==> config.mk <==
export PLATFORM = sky130hd
export DESIGN_NAME = disp_out_stage
export DESIGN_NICKNAME = d
export VERILOG_FILES = /design/src/rtl/disp_pkg.sv /design/src/rtl/disp_out_stage_bpc_expand.sv /design/src/rtl/disp_out_stage.sv
export SDC_FILE = /design/constraint.sdc
export NUM_CORES = 1
export LEC_CHECK = 0
export CAP_MARGIN = 20
export CORE_ASPECT_RATIO = 1.25
export CORE_MARGIN = 5
export CORE_UTILIZATION = 40
export CTS_CLUSTER_SIZE = 12
export DETAILED_ROUTE_END_ITERATION = 16
export HOLD_SLACK_MARGIN = 0.08
export PLACE_DENSITY = 0.68
export SYNTH_ARGS = -nofsm -noshare
export SYNTH_HDL_FRONTEND = slang
export SYNTH_SLANG_ARGS = --single-unit
==> constraint.sdc <==
create_clock -name clk_pix -period 3.2 [get_ports clk_pix]
set_input_delay 0.96 -clock clk_pix [delete_from_list [all_inputs] [get_ports clk_pix]]
set_output_delay 0.96 -clock clk_pix [all_outputs]
set_load 0.005 [all_outputs]
==> src/rtl/disp_pkg.sv <==
// Shared constants for the display output stage: mode encodings and the
// colour-bar on/off table.
package disp_pkg;

    localparam logic [1:0] MODE_PASS  = 2'd0;
    localparam logic [1:0] MODE_BG    = 2'd1;
    localparam logic [1:0] MODE_BARS  = 2'd2;
    localparam logic [1:0] MODE_BLANK = 2'd3;

    // {r,g,b} full-scale mask per bar: white, yellow, cyan, green, magenta, red, blue, black
    function automatic logic [2:0] bar_mask(input logic [2:0] idx);
        logic [2:0] m;
        case (idx)
            3'd0:    m = 3'b111;
            3'd1:    m = 3'b110;
            3'd2:    m = 3'b011;
            3'd3:    m = 3'b010;
            3'd4:    m = 3'b101;
            3'd5:    m = 3'b100;
            3'd6:    m = 3'b001;
            3'd7:    m = 3'b000;
            default: m = 3'b000;
        endcase
        return m;
    endfunction

endpackage

==> src/rtl/disp_out_stage_bpc_expand.sv <==
// Combinational channel width converter: MSB-first bit replication when
// widening, keeps the top bits when narrowing.
module bpc_expand #(
    parameter int BPC       = 5,
    parameter int BPC_BOARD = 8
) (
    input  logic [BPC-1:0]       din,
    output logic [BPC_BOARD-1:0] dout
);

    // output bit i (from the MSB) takes input bit (i mod BPC) from the MSB
    always_comb begin
        dout = '0;
        for (int i = 0; i < BPC_BOARD; i++) begin
            dout[BPC_BOARD-1-i] = din[BPC-1-(i % BPC)];
        end
    end

endmodule

==> src/rtl/disp_out_stage.sv <==
// Display output stage: frame-locked source select, colour-bar generator and
// BPC -> BPC_BOARD expansion with a fixed 2-cycle timing-aligned pipeline.
module disp_out_stage
    import disp_pkg::*;
#(
    parameter int               BPC       = 5,
    parameter int               BPC_BOARD = 8,
    parameter int               H_RES     = 1366,
    parameter logic [3*BPC-1:0] BG_COLR   = 15'h0886,
    parameter logic [1:0]       MODE_INIT = 2'd0
) (
    input  logic                 clk_pix,
    input  logic                 rst_pix_n,
    input  logic [1:0]           mode_req,
    input  logic                 disp_hsync,
    input  logic                 disp_vsync,
    input  logic                 disp_de,
    input  logic                 disp_frame,
    input  logic [BPC-1:0]       disp_r,
    input  logic [BPC-1:0]       disp_g,
    input  logic [BPC-1:0]       disp_b,
    output logic                 board_hsync,
    output logic                 board_vsync,
    output logic                 board_de,
    output logic                 board_frame,
    output logic [BPC_BOARD-1:0] board_r,
    output logic [BPC_BOARD-1:0] board_g,
    output logic [BPC_BOARD-1:0] board_b,
    output logic [1:0]           mode_act
);

    localparam int              BAR_W    = H_RES / 8;
    localparam int              PW       = $clog2(BAR_W + 1);
    localparam logic [PW-1:0]   PIX_LAST = PW'(BAR_W - 1);

    logic           prev_de_r;
    logic [PW-1:0]  pix_cnt_r;
    logic [2:0]     bar_idx_r;
    logic [PW-1:0]  cur_pix_s;
    logic [2:0]     cur_bar_s;
    logic [2:0]     bar_mask_s;
    logic [BPC-1:0] src_r_s, src_g_s, src_b_s;
    logic [BPC-1:0] s1_r_r, s1_g_r, s1_b_r;
    logic           s1_hs_r, s1_vs_r, s1_de_r, s1_fr_r;
    logic [BPC_BOARD-1:0] exp_r_s, exp_g_s, exp_b_s;

    // mode register, reloaded only while the controller flags a frame boundary
    always_ff @(posedge clk_pix or negedge rst_pix_n) begin
        if (!rst_pix_n) begin
            mode_act <= MODE_INIT;
        end else if (disp_frame) begin
            mode_act <= mode_req;
        end else begin
            mode_act <= mode_act;
        end
    end

    // position of the current pixel; the first de cycle of a line is bar 0, pixel 0
    always_comb begin
        if (disp_de && !prev_de_r) begin
            cur_pix_s = '0;
            cur_bar_s = 3'd0;
        end else begin
            cur_pix_s = pix_cnt_r;
            cur_bar_s = bar_idx_r;
        end
    end

    // bar counters advance past the current pixel; bar 7 absorbs any remainder
    always_ff @(posedge clk_pix or negedge rst_pix_n) begin
        if (!rst_pix_n) begin
            prev_de_r <= 1'b0;
            pix_cnt_r <= '0;
            bar_idx_r <= 3'd0;
        end else begin
            prev_de_r <= disp_de;
            if (disp_de) begin
                if (cur_pix_s == PIX_LAST) begin
                    pix_cnt_r <= '0;
                    bar_idx_r <= (cur_bar_s == 3'd7) ? cur_bar_s : cur_bar_s + 3'd1;
                end else begin
                    pix_cnt_r <= cur_pix_s + PW'(1);
                    bar_idx_r <= cur_bar_s;
                end
            end else begin
                pix_cnt_r <= pix_cnt_r;
                bar_idx_r <= bar_idx_r;
            end
        end
    end

    // source select for stage 1
    always_comb begin
        src_r_s    = '0;
        src_g_s    = '0;
        src_b_s    = '0;
        bar_mask_s = bar_mask(cur_bar_s);
        case (mode_act)
            MODE_PASS: begin
                src_r_s = disp_r;
                src_g_s = disp_g;
                src_b_s = disp_b;
            end
            MODE_BG: begin
                src_r_s = BG_COLR[3*BPC-1:2*BPC];
                src_g_s = BG_COLR[2*BPC-1:BPC];
                src_b_s = BG_COLR[BPC-1:0];
            end
            MODE_BARS: begin
                src_r_s = {BPC{bar_mask_s[2]}};
                src_g_s = {BPC{bar_mask_s[1]}};
                src_b_s = {BPC{bar_mask_s[0]}};
            end
            MODE_BLANK: begin
                src_r_s = '0;
                src_g_s = '0;
                src_b_s = '0;
            end
            default: begin
                src_r_s = '0;
                src_g_s = '0;
                src_b_s = '0;
            end
        endcase
    end

    // stage 1 registers: selected colour plus aligned timing
    always_ff @(posedge clk_pix or negedge rst_pix_n) begin
        if (!rst_pix_n) begin
            s1_r_r  <= '0;
            s1_g_r  <= '0;
            s1_b_r  <= '0;
            s1_hs_r <= 1'b0;
            s1_vs_r <= 1'b0;
            s1_de_r <= 1'b0;
            s1_fr_r <= 1'b0;
        end else begin
            s1_r_r  <= src_r_s;
            s1_g_r  <= src_g_s;
            s1_b_r  <= src_b_s;
            s1_hs_r <= disp_hsync;
            s1_vs_r <= disp_vsync;
            s1_de_r <= disp_de;
            s1_fr_r <= disp_frame;
        end
    end

    bpc_expand #(.BPC(BPC), .BPC_BOARD(BPC_BOARD)) u_exp_r (.din(s1_r_r), .dout(exp_r_s));
    bpc_expand #(.BPC(BPC), .BPC_BOARD(BPC_BOARD)) u_exp_g (.din(s1_g_r), .dout(exp_g_s));
    bpc_expand #(.BPC(BPC), .BPC_BOARD(BPC_BOARD)) u_exp_b (.din(s1_b_r), .dout(exp_b_s));

    // stage 2 registers: expanded colour, blanked outside the active region
    always_ff @(posedge clk_pix or negedge rst_pix_n) begin
        if (!rst_pix_n) begin
            board_hsync <= 1'b0;
            board_vsync <= 1'b0;
            board_de    <= 1'b0;
            board_frame <= 1'b0;
            board_r     <= '0;
            board_g     <= '0;
            board_b     <= '0;
        end else begin
            board_hsync <= s1_hs_r;
            board_vsync <= s1_vs_r;
            board_de    <= s1_de_r;
            board_frame <= s1_fr_r;
            board_r     <= s1_de_r ? exp_r_s : '0;
            board_g     <= s1_de_r ? exp_g_s : '0;
            board_b     <= s1_de_r ? exp_b_s : '0;
        end
    end

endmodule

Yosys cells after proc, flatten, opt, wreduce, memory -nomap -nowiden. Memory sizes are Yosys's and may differ from the RTL's. Cells that the tools add are included.

Add/subtract/negate cells: 2. $mul: 0. Div/mod/pow operators: 0. Magnitude comparators: 0. Equal/unequal tests: 5. Shifts and indexed selects: 0. Muxes and demuxes: 11. Bitwise gates (word level): 0. Reductions and logical operators: 3.

Operators with widths (count): one-hot mux 5 bit (4 select lines) (3); two-way mux 8 bit (5); two-way mux 3 bit (3); adder 8 x 1 -> 8 bit (second input constant) (1); == test 8 bit (second input constant) (1); == test 2 bit (second input constant) (2); adder 3 x 1 -> 3 bit (second input constant) (1); == test 3 bit (second input constant) (1); == test 2 x 1 -> 1 bit (second input constant) (1); zero test 2 bit (1); logical AND 1 bit (1); zero test 1 bit (1).

Flip-flop bits (word level): 60. Bits in latches: 0. Bits in writable memories: 0. Bits in read-only memories: 24. Input bits: 23. Output and inout port bits: 30. Word-level logic and storage cells: 39. Memories: 1.

Memories: (name not given) (depth 8, bits a word 3, rd ports 1, clocked after Yosys merged registers in 0, write ports 0, line disp_pkg.sv:13) `case (idx)`.

Logic depth before layout (Yosys ltp). Gate-level depths: netlist of run 1.

Depth in word-level cells: 6. Depth in mapped cells: 8.

Hierarchy. From an unflattened synthesis of run 1, not the netlist that was laid out.

Cell total of the unflattened synthesis: 194. Area total of the unflattened synthesis: 2431.1 um^2.

Modules (own cells, without submodules): disp_out_stage (instances 1, cells each 170, area an instance 2250.9 um^2, seq. area each 1501.4 um^2); bpc_expand (instances 3, cells each 8, area an instance 60.1 um^2, seq. area each 0.0 um^2).

Worst setup path after synthesis of run 1. No wires, ideal clock.

Path type: input-to-reg. Start: input port disp_de. End: register bar_idx_r[1]. Arrival: 2.402 ns. Required time: 3.074 ns. Setup slack: 0.671 ns. Cell stages on the path: 8. Buffers on the path: 1. Cell sequence: nand2b_1 > and2_1 > ha_1 > and4bb_1 > and4b_1 > buf_6 > and3_4 > a311o_1.

Word-level cells in the longest chain between the ends: 5.

RTL lines: from (decl) (line disp_out_stage.sv:17) `input logic disp_de,`; logical AND 1 bit (line disp_out_stage.sv:60) `if (disp_de && !prev_de_r) begin`; two-way mux 3 bit (line disp_out_stage.sv:60); adder 3 x 1 -> 3 bit / == test 3 bit (equally long branches) (line disp_out_stage.sv:80) `bar_idx_r <= (cur_bar_s == 3'd7) ? cur_bar_s : cur_bar_s + 3'd1;`; two-way mux 3 bit (line disp_out_stage.sv:80); two-way mux 3 bit (line disp_out_stage.sv:78) `if (cur_pix_s == PIX_LAST) begin`; to (signal assigned) (line disp_out_stage.sv:80); to (signal assigned) (line disp_out_stage.sv:83) `bar_idx_r <= cur_bar_s;`; to (signal assigned) (line disp_out_stage.sv:87) `bar_idx_r <= bar_idx_r;`; to (decl) (line disp_out_stage.sv:38) `logic [2:0] bar_idx_r;`.

Parallel ways exist; a longest one is shown, timed or not. A chain may end at the register's enable or synchronous reset.

Final worst setup path of run 1. Ends and elaborated chain as after synthesis.

==> qor.csv, run 1 <==
metric,value,unit
n_diodes,0,
worst skew pair latency,0.30,ns
H-Tree Depth,2,
vias in the first global route,1397,
"Reg clk slew, reported paths",0.08,ns
TNS Setup,0,ns
RSZ-0062 raised after global routing,false,
multi-input gate area in the final layout,621,sq um
core area,4800,sq um
top_reg_cell synth,dfrtp_1,
"EDFF count, synth",0,
FMAX,368,MHz
mapped cell area,2010,sq um
Final Setup Violations,0,
CP Cell Sequence,clkdlybuf4s50_1 -> nand2b_1 -> and2_1 -> ha_1 -> and4bb_1 -> and4b_1 -> and3_4 -> a311o_1,
"top cells by count, synth","dfrtp_1 (51), and2_1 (18), o21a_1 (12), buf_4 (9), nand2_1 (9)",
initial antenna violation count,0,
grt ovf,0,
Pwr Density,549,nW/um^2
Top Usage Layer GRT,met2,
Post-Syn Instances,162,
run status,"finished, final reports clean",
Iteration-0 DRC Markers,48,
Synthesis Warnings,0,
final wirelength,3740,um
"Core Util, Final",54.8,%
final hold vios,0,
Fill cells,395,
met3 Use GR,3.15,%
Critical Path End Type,flop,
total power,1.44,mW
average wire per standard cell,13.9,um
Setup CP Type,input port to flop,
Sequential Area,1280,sq um
port bufs,52,
CTS Hold Bufs,0,
leakage,1.13,nW
Yosys reg bits,51,
Die ar.,6550,sq um
DP HPWL,2810,um
# rows,28,
synthesis-to-layout area growth,30.9,%
num ports,53,
met1 Usage GRT,13.8,%
drc violations,0,
Worst Max-Slew Pin Slew,0.670,ns
Worst EP arrival,2.90,ns
fraction of registers with async set/reset,100,%
slowest cell delay on critical path,0.48,ns
Max Cap Viol,0,
Die Span X,73.4,um
Final period util,85.0,%
synthesized area per cell,12.4,sq um
routed vias,1374,
fin. max-slew vios,0,
antenna-violating nets left,0,
syn nets,187,
Unique masters post-synth,33,
slowest CP cell,clkdlybuf4s50_1,
crit-path max FO,7,
sequential area share after synthesis,63.5,%
post-CTS sizing,0,
clk_skew,0.00597,ns
worst setup margin,0.479,ns
Clock Tree Root,clkbuf_8,
Post-CTS Setup Bufs,0,
Max clock buf depth,2,
met2 usage,23.4,%
CTS tree,done,
top-area cell type share of the netlist area,63.5,%
Slew Limit Headroom,55.3,%
GPL Wtd Cong,0.831,
fin nets,234,
most frequent cell after synthesis,dfrtp_1,
router iterations before antenna repair,4,
Num CTS Buffers,5,
Critical Path RT,3.38,ns
synth top area cells,"dfrtp_1 (64%), and2_1 (5.6%), o21a_1 (4.5%)",
starting density of the core,41.9,%
DIE HEIGHT,89.2,um
pin count of the biggest net entering global routing,32,
clock sink count,51,
min cycle time layout,2.72,ns
layout cells sized above 1,7.66,%
Overall Global Routing Usage,12.6,%
Post-Place Setup Slack,0.168,ns
first-pass GRT wire length,6380,um
CP startpoint kind,input port,
Peak supply drop,344,uV
DR vias/cell,5.11,
Hold Path Class,flop to flop,
Synth area leader,dfrtp_1,
[layer usage]
metal / routed length [um] / vias to the layer above
met5: 0 / -
met4: 71 / 0
met3: 248 / 9
met2: 2020 / 46
met1: 1400 / 675
li1: - / 644
[per-stage QoR]
step           instance area, sq um  hold slack (ns)  instances
4_1_cts                        2630            0.352        269
6_report                       2630            0.352        269
5_1_grt                        2630            0.360        269
3_5_place_dp                   2530            0.335        262
2_1_floorplan                  2010            0.331        162
3_3_place_gp                   2530            0.333        262
[state kept, by name, indices dropped and copies added, names as in the netlist, 3 cells and up]
| register | count |
|---|---|
| bar_idx_r | 3 |
| board_b | 5 |
| board_g | 5 |
| board_r | 5 |
| pix_cnt_r | 8 |
| s1_b_r | 5 |
| s1_g_r | 5 |
| s1_r_r | 5 |
[kinds of logic after synthesis]
kind of cell	after synthesis	share of synthesized area (%)
buffers and inverters	19	5.60
DFF	51	63.5
and+or+nand+nor	46	13.1
adders and majority gates	2	1.25
muxes	5	2.74
AOI/OAI and AO/OA	39	13.8
[worst max-delay path: cells and delay by family]
family / cells / cell delay, ns
compound gates: 1 / 0.34
buf+inv: 1 / 0.48
fa+ha+maj: 1 / 0.18
simple gates: 5 / 0.93
[worst paths after layout]
path                              startpoint                        to  slack, ns  cells after the start
min reg2reg                s1_vs_r$_DFF_PN0_     board_vsync$_DFF_PN0_       0.35                      0
min                        s1_vs_r$_DFF_PN0_     board_vsync$_DFF_PN0_       0.35                      0
max in group asynchronous          rst_pix_n  bar_idx_r[1]$_DFFE_PN0P_       1.85                      2
max                                  disp_de  bar_idx_r[1]$_DFFE_PN0P_       0.48                      8
max reg2reg                s1_de_r$_DFF_PN0_  bar_idx_r[1]$_DFFE_PN0P_       1.17                      7
min in group asynchronous          rst_pix_n      board_r[6]$_DFF_PN0_       0.59                      1
[layout by cell type (no fill, tap or decap), drive strengths merged, types with 2 or more instances in the layout]
cell type	instances
buf	5
a21oi	6
clkdlybuf4s50	51
nor3	5
inv	3
a31oi	4
mux2	4
o31a	3
clkbuf	6
nor2b	2
ha	2
nand2	9
dfrtp	51
o21a	12
nor2	4
o2bb2ai	3
and2	18
o21ai	4
nand2b	2
[final cells by class]
class | count | share of cell area [%]
Clock buffer | 6 | 2.76
Clock inverter | 1 | 1.14
Inverter | 3 | 0.428
Multi-Input combinational cell | 92 | 23.6
Sequential cell | 51 | 48.5
Tap cell | 60 | 2.85
Timing Repair Buffer | 56 | 20.7
[power breakdown]
part | internal (mW) | switching (mW)
Sequential | 0.722 | 0.0657
Clock | 0.229 | 0.188
Combinational | 0.147 | 0.0925
Total | 1.10 | 0.346
(Power assumes the default switching activity.)
==> inputs of run 2 (changes only) <==
--- a/config.mk
+++ b/config.mk
@@ -12,7 +12,7 @@
 export CTS_CLUSTER_SIZE = 12
 export DETAILED_ROUTE_END_ITERATION = 16
 export HOLD_SLACK_MARGIN = 0.08
-export PLACE_DENSITY = 0.68
+export PLACE_DENSITY_LB_ADDON = 0.2
 export SYNTH_ARGS = -nofsm -noshare
 export SYNTH_HDL_FRONTEND = slang
 export SYNTH_SLANG_ARGS = --single-unit
==> run 2 against run 1 <==
Against the previous run: wire length is 3.6% higher; combinational power rose by 4%; sequential power is 0.8% lower; global-route usage is 1.3 points higher; via count down 2.9%; clock-buffer cell count is 1 lower; maximum frequency is 0.33% higher; clock skew decreased by 0.0023 ns; sequential share of layout area fell by 0.32 points; design area is 0.67% higher; utilization grew 0.36 points; die area did not move; highest routed layer unchanged.
==> qor.csv, run 2 (same netlist as run 1, synthesis figures left out) <==
metric,value,unit,change
Post-CTS Setup Bufs,0,,unchanged
CP startpoint kind,input port,,unchanged
H-Tree Depth,2,,unchanged
Slew Limit Headroom,69.1,%,was 55.3%
worst path buffer plus inverter count,2,,was 1
reg2reg path depth,8,,was 7
run status,"finished, final reports clean",,unchanged
CP top delay family,simple AND/OR/NAND/NOR gates,,unchanged
CP Cell Sequence,clkdlybuf4s50_1 -> nand2b_1 -> and2_1 -> ha_1 -> and4bb_1 -> and4b_1 -> buf_4 -> a211o_1 -> o311ai_1,,was clkdlybuf4s50_1 -> nand2b_1 -> and2_1 -> ha_1 -> and4bb_1 -> and4b_1 -> and3_4 -> a311o_1
Worst Max-Slew Pin Slew,0.464,ns,was 0.670 ns
Hold Path Class,flop to flop,,unchanged
first-pass GRT wire length,6850,um,was 6380 um
fin. max-slew vios,0,,unchanged
grt ovf,0,,unchanged
core area,4800,sq um,unchanged
Final period util,84.7,%,was 85.0%
FF-to-FF End,pix_cnt_r[7]$_DFFE_PN0P_,,was bar_idx_r[1]$_DFFE_PN0P_
sink of the worst hold path,board_frame$_DFF_PN0_,,was board_vsync$_DFF_PN0_
"Reg clk slew, reported paths",0.09,ns,was 0.08 ns
n_diodes,0,,unchanged
DP HPWL,2910,um,was 2810 um
"Core Util, Final",55.2,%,was 54.8%
CTS tree,done,,unchanged
Num CTS Buffers,5,,unchanged
starting density of the core,41.9,%,unchanged
leakage,1.14,nW,was 1.13 nW
Sequential Area,1280,sq um,unchanged
antenna-violating nets left,0,,unchanged
Peak supply drop,348,uV,was 344 uV
Pwr Density,554,nW/um^2,was 549 nW/um^2
reg-to-reg setup timing slack,1.16,ns,was 1.17 ns
layout cells sized above 1,9.00,%,was 7.66%
Fill cells,407,,was 395
Overall Global Routing Usage,13.9,%,was 12.6%
vias in the first global route,1401,,was 1397
port bufs,52,,unchanged
synthesis-to-layout area growth,31.8,%,was 30.9%
clock sink count,51,,unchanged
initial antenna violation count,0,,unchanged
drc violations,0,,unchanged
min cycle time layout,2.71,ns,was 2.72 ns
router iterations before antenna repair,4,,unchanged
launch point of the worst reg-to-reg path,s1_de_r$_DFF_PN0_,,unchanged
multi-input gate area in the final layout,621,sq um,unchanged
routed vias,1334,,was 1374
Setup CP Type,input port to flop,,unchanged
final wirelength,3880,um,was 3740 um
Final Setup Violations,0,,unchanged
# rows,28,,unchanged
Worst EP arrival,2.90,ns,about the same
DR vias/cell,4.92,,was 5.11
most frequent cells in the layout,"dfrtp_1 (51), clkdlybuf4s50_1 (51), and2_1 (18), o21a_1 (12), nand2_1 (9)",,unchanged
Critical Path End Type,flop,,unchanged
Die ar.,6550,sq um,unchanged
Clock Tree Root,clkbuf_8,,unchanged
average wire per standard cell,14.3,um,was 13.9 um
worst skew pair latency,0.30,ns,about the same
Iteration-0 DRC Markers,58,,was 48
final hold vios,0,,unchanged
DIE HEIGHT,89.2,um,unchanged
max reg flops,8,,unchanged
Max Cap Viol,0,,unchanged
slowest CP cell,clkdlybuf4s50_1,,unchanged
fin nets,235,,was 234
clk_skew,0.00366,ns,was 0.00597 ns
Top reg by flops,pix_cnt_r,,unchanged
FMAX,369,MHz,was 368 MHz
HP Start,s1_fr_r$_DFF_PN0_,,was s1_vs_r$_DFF_PN0_
num ports,53,,unchanged
Critical Path RT,3.39,ns,was 3.38 ns
TNS Setup,0,ns,unchanged
pin count of the biggest net entering global routing,31,,was 32
post-CTS sizing,0,,unchanged
WHS Path Cells,0,,unchanged
CTS Hold Bufs,0,,unchanged
slowest cell delay on critical path,0.48,ns,about the same
GPL Wtd Cong,0.830,,was 0.831
crit-path max FO,7,,unchanged
Max clock buf depth,2,,unchanged
RSZ-0062 raised after global routing,false,,unchanged
Die Span X,73.4,um,unchanged
==> run 2: cell count changes in the layout (fill, tap and decap cells not counted), sizes merged <==
| cell | before | now |
|---|---|---|
| clkinv | 0 | 2 |
| buf | 5 | 6 |
| clkbuf | 6 | 5 |
==> run 2: layout make-up <==
cell class | instances | share of cell area, %
sequential | 51 | 48.2
multi-input combinational | 92 | 23.4
timing repair buffer | 57 | 20.9
tap | 60 | 2.83
clock buffer | 5 | 2.60
clock inverter | 3 | 1.65
inverter | 3 | 0.425
==> run 2: worst max path at each step <==
stage	start	end	cells after the start
floorplan	disp_de	bar_idx_r[1]$_DFFE_PN0P_	8
global placement	disp_de	bar_idx_r[1]$_DFFE_PN0P_	8
detailed placement	disp_de	bar_idx_r[1]$_DFFE_PN0P_	8
CTS	disp_de	pix_cnt_r[7]$_DFFE_PN0P_	9
global route	disp_de	pix_cnt_r[7]$_DFFE_PN0P_	9
finish	disp_de	pix_cnt_r[7]$_DFFE_PN0P_	9
==> run 2: metrics by stage <==
stage          instances  setup slack (ns)  hold slack, ns  power, mW  instance area (sq um)
2_1_floorplan        162             0.671           0.331      0.916                   2010
3_3_place_gp         263             0.234           0.334       1.03                   2540
3_5_place_dp         263             0.162           0.337       1.05                   2540
4_1_cts              271             0.486           0.358       1.48                   2650
5_1_grt              271             0.345           0.362       1.55                   2650
6_report             271             0.488           0.356       1.47                   2650
==> run 2: power by group <==
group / switching [mW] / leakage (nW) / internal (mW)
sequential: 0.0588 / 0.635 / 0.722
combinational: 0.101 / 0.445 / 0.149
clock: 0.204 / 0.0581 / 0.233
==> run 2: worst register-to-register path, cell delays in order (launching register included) <==
cell and delay, ns:
dfrtp_1 0.38, nand2b_1 0.24, and2_1 0.21, ha_1 0.18
and4bb_1 0.20, and4b_1 0.20, buf_4 0.16, a211o_1 0.26
o311ai_1 0.09
==> run 2: metal layers <==
metal / vias up / track usage (%) / share of wire, %
li1: 648 / - / -
met1: 654 / 16.0 / 37
met5: - / 0 / 0
met2: 27 / 24.1 / 57
met3: 5 / 3.60 / 4.8
met4: 0 / 6.26 / 1.7
